`config.mk`:
```
export PLATFORM = sky130hd
export DESIGN_NAME = fetch_prefetch_flat
export DESIGN_NICKNAME = d
export VERILOG_FILES = /design/src/rtl/fetch_prefetch_pkg.sv /design/src/rtl/fetch_prefetch_if.sv /design/src/rtl/fetch_prefetch_queue.sv /design/src/rtl/fetch_prefetch.sv /design/src/flat_wrapper.sv
export SDC_FILE = /design/constraint.sdc
export NUM_CORES = 1
export LEC_CHECK = 0
export ABC_AREA = 1
export CAP_MARGIN = 20
export CORE_MARGIN = 1
export CORE_UTILIZATION = 30
export DETAILED_ROUTE_END_ITERATION = 12
export HOLD_SLACK_MARGIN = 0.06
export PLACE_DENSITY_LB_ADDON = 0.05
export SLEW_MARGIN = 20
export SYNTH_ARGS = -nofsm -noshare
export SYNTH_HDL_FRONTEND = slang
export SYNTH_SLANG_ARGS = --single-unit
```
`constraint.sdc`:
```
create_clock -name clk -period 4.1 [get_ports clk]
set_input_delay 0.82 -clock clk [delete_from_list [all_inputs] [get_ports clk]]
set_output_delay 0.82 -clock clk [all_outputs]
set_load 0.05 [all_outputs]
```
`src/rtl/fetch_prefetch_pkg.sv`:
```
// +----------------------------------------------------------------------------+
// | Module : fetch_prefetch_pkg                                                |
// | Purpose: Shared types, constants and helpers for the fetch/prefetch stage. |
// |          Provides the queue entry layout {pc, insn}, the default queue     |
// |          depth, the NOP encoding used to fill idle cache data, and a word  |
// |          alignment helper.                                                 |
// | Rev    : 1.0  initial release                                              |
// +----------------------------------------------------------------------------+
`default_nettype none

package fetch_prefetch_pkg;

  localparam int          FETCH_DEPTH_DEFAULT = 2;
  localparam logic [31:0] INSN_NOP            = 32'hE1A0_0000;  // mov r0, r0

  // One prefetch queue entry: fetch address and the instruction word read there.
  typedef struct packed {
    logic [31:0] pc;
    logic [31:0] insn;
  } fetch_entry_t;

  function automatic logic [31:0] word_align(input logic [31:0] addr);
    return {addr[31:2], 2'b00};
  endfunction

endpackage

`default_nettype wire

```
`src/rtl/fetch_prefetch_if.sv`:
```
// +----------------------------------------------------------------------------+
// | Module : fetch_prefetch_if                                                 |
// | Purpose: Bundles the fetch stage's I-cache read port, the redirect/stall   |
// |          controls from later stages and the instruction output to Issue.   |
// |          master : the fetch stage itself                                   |
// |          slave  : the environment (I-cache, Issue, redirect source)        |
// |   ic_rd_addr/ic_rd_req        fetch -> cache  word address + request level |
// |   ic_rd_wait/ic_rd_data       cache -> fetch  not-ready flag + read data   |
// |   stall/jmp/jmppc             later stages -> fetch                         |
// |   bubble/insn/pc              fetch -> Issue                                |
// | Rev    : 1.0  initial release                                              |
// +----------------------------------------------------------------------------+
`default_nettype none

interface fetch_prefetch_if;

  logic [31:0] ic_rd_addr;
  logic        ic_rd_req;
  logic        ic_rd_wait;
  logic [31:0] ic_rd_data;
  logic        stall;
  logic        jmp;
  logic [31:0] jmppc;
  logic        bubble;
  logic [31:0] insn;
  logic [31:0] pc;

  modport master (
    output ic_rd_addr, ic_rd_req,
    input  ic_rd_wait, ic_rd_data,
    input  stall, jmp, jmppc,
    output bubble, insn, pc
  );

  modport slave (
    input  ic_rd_addr, ic_rd_req,
    output ic_rd_wait, ic_rd_data,
    output stall, jmp, jmppc,
    input  bubble, insn, pc
  );

endinterface

`default_nettype wire

```
`src/rtl/fetch_prefetch_queue.sv`:
```
// +----------------------------------------------------------------------------+
// | Module : fetch_prefetch_queue                                              |
// | Purpose: DEPTH x WIDTH FIFO holding prefetched {pc, insn} entries.         |
// |          Synchronous clear (flush) has priority over push/pop. Head data   |
// |          is presented combinationally; pointers wrap modulo DEPTH.         |
// |   clk, Nrst           clock, asynchronous active-low reset                 |
// |   i_push/i_push_data  enqueue request and entry                            |
// |   i_pop               dequeue head                                         |
// |   i_clear             discard all entries                                  |
// |   o_head_data         current head entry                                   |
// |   o_count             occupancy, 0..DEPTH                                  |
// | Rev    : 1.0  initial release                                              |
// +----------------------------------------------------------------------------+
`default_nettype none

module fetch_prefetch_queue #(
  parameter int DEPTH = 2,
  parameter int WIDTH = 64
) (
  input  logic                     clk,
  input  logic                     Nrst,
  input  logic                     i_push,
  input  logic [WIDTH-1:0]         i_push_data,
  input  logic                     i_pop,
  input  logic                     i_clear,
  output logic [WIDTH-1:0]         o_head_data,
  output logic [$clog2(DEPTH):0]   o_count
);

  localparam int c_PTR_W = $clog2(DEPTH);
  localparam int c_CNT_W = $clog2(DEPTH) + 1;
  localparam logic [c_CNT_W-1:0] c_FULL = c_CNT_W'(DEPTH);

  logic [WIDTH-1:0]   r_mem [DEPTH];
  logic [c_PTR_W-1:0] r_head;
  logic [c_PTR_W-1:0] r_tail;
  logic [c_CNT_W-1:0] r_count;

  logic w_do_push;
  logic w_do_pop;

  // Guard against overflow/underflow so the pointers can never skew.
  assign w_do_push = i_push && (r_count != c_FULL);
  assign w_do_pop  = i_pop  && (r_count != '0);

  always_ff @(posedge clk or negedge Nrst) begin
    if (!Nrst) begin
      r_head  <= '0;
      r_tail  <= '0;
      r_count <= '0;
    end else if (i_clear) begin
      r_head  <= '0;
      r_tail  <= '0;
      r_count <= '0;
    end else begin
      // DEPTH is a power of two, so natural pointer overflow is the modulo wrap.
      if (w_do_push) r_tail <= r_tail + 1'b1;
      if (w_do_pop)  r_head <= r_head + 1'b1;
      r_count <= r_count + c_CNT_W'(w_do_push) - c_CNT_W'(w_do_pop);
    end
  end

  // Storage needs no reset: count gates every read that matters.
  always_ff @(posedge clk) begin
    if (w_do_push && !i_clear) r_mem[r_tail] <= i_push_data;
  end

  assign o_head_data = r_mem[r_head];
  assign o_count     = r_count;

endmodule

`default_nettype wire

```
`src/rtl/fetch_prefetch.sv`:
```
// +----------------------------------------------------------------------------+
// | Module : fetch_prefetch                                                    |
// | Purpose: Instruction fetch stage with a small prefetch queue. Streams      |
// |          sequential word addresses to the I-cache, buffers returned words, |
// |          and presents one {insn, pc, bubble} per cycle to Issue. A taken   |
// |          jmp flushes all prefetched work and redirects to jmppc.           |
// |   clk, Nrst  clock, asynchronous active-low reset                          |
// |   bus        fetch_prefetch_if.master (cache port, controls, Issue output) |
// |   DEPTH      prefetch queue entries (power of two, 2..8)                   |
// |   RESET_PC   fetch address after reset                                     |
// | Rev    : 1.0  initial release                                              |
// +----------------------------------------------------------------------------+
`default_nettype none

module fetch_prefetch
  import fetch_prefetch_pkg::*;
#(
  parameter int          DEPTH    = FETCH_DEPTH_DEFAULT,
  parameter logic [31:0] RESET_PC = 32'h0
) (
  input  logic             clk,
  input  logic             Nrst,
  fetch_prefetch_if.master bus
);

  localparam int c_CNT_W = $clog2(DEPTH) + 1;
  localparam logic [c_CNT_W-1:0] c_FULL = c_CNT_W'(DEPTH);

  logic [31:0]        r_fetch_pc;
  logic               r_bubble;
  logic [31:0]        r_insn;
  logic [31:0]        r_pc;

  logic               w_req;
  logic               w_accept;
  logic               w_pop;
  logic [c_CNT_W-1:0] w_count;
  fetch_entry_t       w_head;
  fetch_entry_t       w_push_entry;
  logic               w_bubble_nxt;
  logic [31:0]        w_insn_nxt;
  logic [31:0]        w_pc_nxt;

  // Request only when a returned word is guaranteed a slot; a jmp cycle never
  // requests, so cache data completing alongside a redirect is dropped.
  assign w_req        = !bus.jmp && (w_count < c_FULL);
  assign w_accept     = w_req && !bus.ic_rd_wait;
  assign w_pop        = !bus.jmp && !bus.stall && (w_count != '0);
  assign w_push_entry = '{pc: r_fetch_pc, insn: bus.ic_rd_data};

  fetch_prefetch_queue #(
    .DEPTH (DEPTH),
    .WIDTH ($bits(fetch_entry_t))
  ) u_queue (
    .clk         (clk),
    .Nrst        (Nrst),
    .i_push      (w_accept),
    .i_push_data (w_push_entry),
    .i_pop       (w_pop),
    .i_clear     (bus.jmp),
    .o_head_data (w_head),
    .o_count     (w_count)
  );

  always_ff @(posedge clk or negedge Nrst) begin
    if (!Nrst) begin
      r_fetch_pc <= word_align(RESET_PC);
    end else if (bus.jmp) begin
      r_fetch_pc <= word_align(bus.jmppc);
    end else if (w_accept) begin
      r_fetch_pc <= r_fetch_pc + 32'd4;
    end
  end

  // Output register priority: redirect, then stall, then dequeue, else bubble.
  // insn/pc hold whenever no new entry is loaded.
  always_comb begin
    w_bubble_nxt = r_bubble;
    w_insn_nxt   = r_insn;
    w_pc_nxt     = r_pc;
    if (bus.jmp) begin
      w_bubble_nxt = 1'b1;
    end else if (bus.stall) begin
      w_bubble_nxt = r_bubble;
    end else if (w_count != '0) begin
      w_bubble_nxt = 1'b0;
      w_insn_nxt   = w_head.insn;
      w_pc_nxt     = w_head.pc;
    end else begin
      w_bubble_nxt = 1'b1;
    end
  end

  always_ff @(posedge clk or negedge Nrst) begin
    if (!Nrst) begin
      r_bubble <= 1'b1;
      r_insn   <= '0;
      r_pc     <= '0;
    end else begin
      r_bubble <= w_bubble_nxt;
      r_insn   <= w_insn_nxt;
      r_pc     <= w_pc_nxt;
    end
  end

  assign bus.ic_rd_addr = r_fetch_pc;
  assign bus.ic_rd_req  = w_req;
  assign bus.bubble     = r_bubble;
  assign bus.insn       = r_insn;
  assign bus.pc         = r_pc;

endmodule

`default_nettype wire

```
`src/flat_wrapper.sv`:
```
// flat-port wrapper written by rule: the top's interface ports become plain ports
module fetch_prefetch_flat import fetch_prefetch_pkg::*;
#(
  parameter int          DEPTH    = FETCH_DEPTH_DEFAULT,
  parameter logic [31:0] RESET_PC = 32'h0
)
  (clk, Nrst, bus_ic_rd_addr, bus_ic_rd_req, bus_ic_rd_wait, bus_ic_rd_data, bus_stall, bus_jmp, bus_jmppc, bus_bubble, bus_insn, bus_pc);
  fetch_prefetch_if bus_i ();
  input  logic clk;
  input  logic Nrst;
  output wire logic [$bits(bus_i.ic_rd_addr)-1:0] bus_ic_rd_addr;
  output wire logic [$bits(bus_i.ic_rd_req)-1:0] bus_ic_rd_req;
  input wire logic [$bits(bus_i.ic_rd_wait)-1:0] bus_ic_rd_wait;
  input wire logic [$bits(bus_i.ic_rd_data)-1:0] bus_ic_rd_data;
  input wire logic [$bits(bus_i.stall)-1:0] bus_stall;
  input wire logic [$bits(bus_i.jmp)-1:0] bus_jmp;
  input wire logic [$bits(bus_i.jmppc)-1:0] bus_jmppc;
  output wire logic [$bits(bus_i.bubble)-1:0] bus_bubble;
  output wire logic [$bits(bus_i.insn)-1:0] bus_insn;
  output wire logic [$bits(bus_i.pc)-1:0] bus_pc;
  assign bus_ic_rd_addr = bus_i.ic_rd_addr;
  assign bus_ic_rd_req = bus_i.ic_rd_req;
  assign bus_i.ic_rd_wait = bus_ic_rd_wait;
  assign bus_i.ic_rd_data = bus_ic_rd_data;
  assign bus_i.stall = bus_stall;
  assign bus_i.jmp = bus_jmp;
  assign bus_i.jmppc = bus_jmppc;
  assign bus_bubble = bus_i.bubble;
  assign bus_insn = bus_i.insn;
  assign bus_pc = bus_i.pc;
  fetch_prefetch #(.DEPTH(DEPTH), .RESET_PC(RESET_PC)) u_core (.clk(clk), .Nrst(Nrst), .bus(bus_i));
endmodule
```
==> impl_metrics.ini <==
[die]
dieArea_mm2 = 0.03124
fp.dieH_um = 176.8
die_width_um = 176.8
row_count = 63
start_util = 0.3067
core_mm2 = 0.02987
ioPinCount = 167

[sta]
skew_ns = 0.009304
tightest_slew_ns = 0.8524
fin_crit_sh = 0.6870
fmax_mhz = 355.0
slew_violations = 0
max_slew_margin = 0.4317
hold_viol_final = 0
fin_ws_ns = 1.283
setup_viol = 0
fin_crit_ns = 2.817
setup_tns_ns = 0
rsz0062_at_grt = no

[critical_path]
cp.required_ns = 3.28
path_class = register to primary output
path_cells = clkdlybuf4s50_1
endpoint_kind = primary output
start_kind = register
crit_slowest_cell = clkdlybuf4s50_1
rrSetupSlack_ns = 2.23
r2r_cells = 8
worstReg2RegStart = u_core.u_queue.o_count[1]
critPathMaxStageDelay_ns = 0.89
reg2reg_to = u_core.u_queue.o_count[1]
cp_num_cells = 1
critical-path-top-delay-family = buffers and inverters
critical_path.max_fanout = 8
critPathArrivalTime_ns = 2.00
cp_num_buf_inv = 1

[logic_synthesis]
synthCells = 856
yosysMostFrequentCell = nand2_1
synth_seq_cells = 221
synth_top_area_frac = 0.4064
synth-edff-count = 124
async_flop_share = 0.4389
synthFlopType = edfxtp_1
ys_types = 35
ys_seq_area_frac = 0.6715
yosysTopAreaCell = edfxtp_1
syn_area_mm2 = 0.009161
avgSynthCellArea_um2 = 10.70
yosys-top-cells-area = edfxtp_1 (41%), dfrtp_1 (26%), nand2_1 (9.2%), o21ai_0 (4.6%), inv_1 (3.5%)
synthTopCellsByCount = nand2_1 (224), edfxtp_1 (124), dfrtp_1 (96)
yosys_warnings = 0

[placed_design]
port_buffers = 160
dp_worst_setup_slack_ns = 1.134
dpl.hpwl_mm = 13.84
place_congestion = 0.7467

[drt]
routed_wirelength_mm = 22.27
num_vias = 6183
via_per_inst = 4.336
first_pass_iters = 4
drc_errors = 0
antenna_left = 0
drt_iter0_drc = 234
wl_per_cell_um = 15.62

[clocking]
ctsResizeCount = 0
cts_tree = yes
cts_buffers = 26
clock-sinks = 221
insertion_delay_ns = 0.52
clk_pin_slew_ns = 0.06
htree_levels = 1
post-cts-setup-buffers = 0
cts_root_buf = clkbuf_16
ctsHoldBuffers = 0
clockBufferDepth = 3

[finish]
diodes = 0
synthToLayoutAreaGrowth_pct = 30.58
ff_latch_area_mm2 = 0.006156
multi_input_area_mm2 = 0.002460
nets = 1089
layout-drive-gt1-share = 0.08301
fill_cells = 2926

[worst_hold_path]
hp-class = input port to async pin

[outcome]
status = complete, no violations

[pwr]
peakVddDrop_mv = 0.2760
power_density_mw_per_mm2 = 661.3
leakagePower_nw = 4.755

[global_route]
grt_max_degree = 92
gr-usage-all-layers = 0.1434
grt_antenna_before_repair = 3
grt_overflow = 0
grt_pass1_wl_mm = 34.38
grt_pass1_vias = 5944

[job]
max_cap_violations = 0
==> cells in the final DEF, fill, tap and decap left out, types with 8 or more instances in the layout <==
master           count
nor2_1              32
clkbuf_1             8
buf_4                9
nor2_4              11
a22oi_1             16
xnor2_1              9
o21ai_0             84
edfxtp_1           124
nand3_1             33
nand2_1            224
o21ai_1             50
clkdlybuf4s50_1    158
inv_1               86
dfrtp_1             95
clkbuf_16           27
==> how the worst max path moves through the flow <==
stage | startpoint | to | slack [ns]
floorplan | bus_jmp | u_core.u_queue.r_mem[1][0] | 0.33
global placement | bus_jmp | u_core.bus.ic_rd_addr[20] | 1.14
detailed placement | bus_jmp | u_core.bus.ic_rd_addr[20] | 1.13
CTS | u_core.bus.ic_rd_addr[17] | bus_ic_rd_addr[17] | 1.25
global route | u_core.bus.ic_rd_addr[17] | bus_ic_rd_addr[17] | 1.19
finish | u_core.bus.ic_rd_addr[17] | bus_ic_rd_addr[17] | 1.28
==> kinds of logic after synthesis <==
group,Yosys count,synth area share
adders and majority gates,3,0.004098
other,1,0.0004093
and+or+nand+nor,322,0.1519
AOI/OAI and AO/OA,163,0.09683
xor gates and xnor gates,13,0.01243
DFF,221,0.6715
buffers and inverters,133,0.06282
==> cell type report <==
class / instances / share of cell area
timing repair buffer: 171 / 0.1452
sequential: 221 / 0.5146
clock inverter: 11 / 0.004602
tap: 390 / 0.04079
inverter: 92 / 0.02908
multi-input combinational: 505 / 0.2056
clock buffer: 36 / 0.06014
==> report_power, final <==
part	total [mW]	leakage [nW]	internal [mW]	switching, mW
logic	2.66	2.04	0.869	1.79
clock network	2.11	0.386	1.22	0.894
registers	3.14	2.33	2.81	0.330
total	7.91	4.75	4.89	3.02
==> per-stage QoR <==
stage / area, um2 / hold slack [ns] / power [mW] / util / instances
after floorplan: 9178 / 0.5052 / 4.868 / - / 859
after global placement: 11160 / 0.4641 / 5.864 / 0.3736 / 1378
after detailed placement: 11160 / 0.4717 / 5.881 / 0.3736 / 1378
after CTS: 11940 / 0.4859 / 8.032 / 0.3995 / 1425
after global routing: 11960 / 0.2386 / 8.331 / 0.4004 / 1426
final: 11960 / 0.2255 / 7.911 / 0.4004 / 1426
==> per-layer routing <==
metal	global-route usage	vias up	wire, um
met1	0.2042	2837	11000
met3	0.03308	33	1302
met2	0.2185	149	9586
li1	-	3160	-
met5	0	-	25
met4	0.03664	4	354
==> flip-flops by register name, indices dropped and copies added (netlist names) <==
signal and flops:
u_core.bus.bubble 1, u_core.bus.ic_rd_addr 30, u_core.bus.insn 32, u_core.bus.pc 30, u_core.u_queue.o_count 2, u_core.u_queue.r_head 1
u_core.u_queue.r_mem 124, u_core.u_queue.r_tail 1
(Power assumes the default switching activity.)
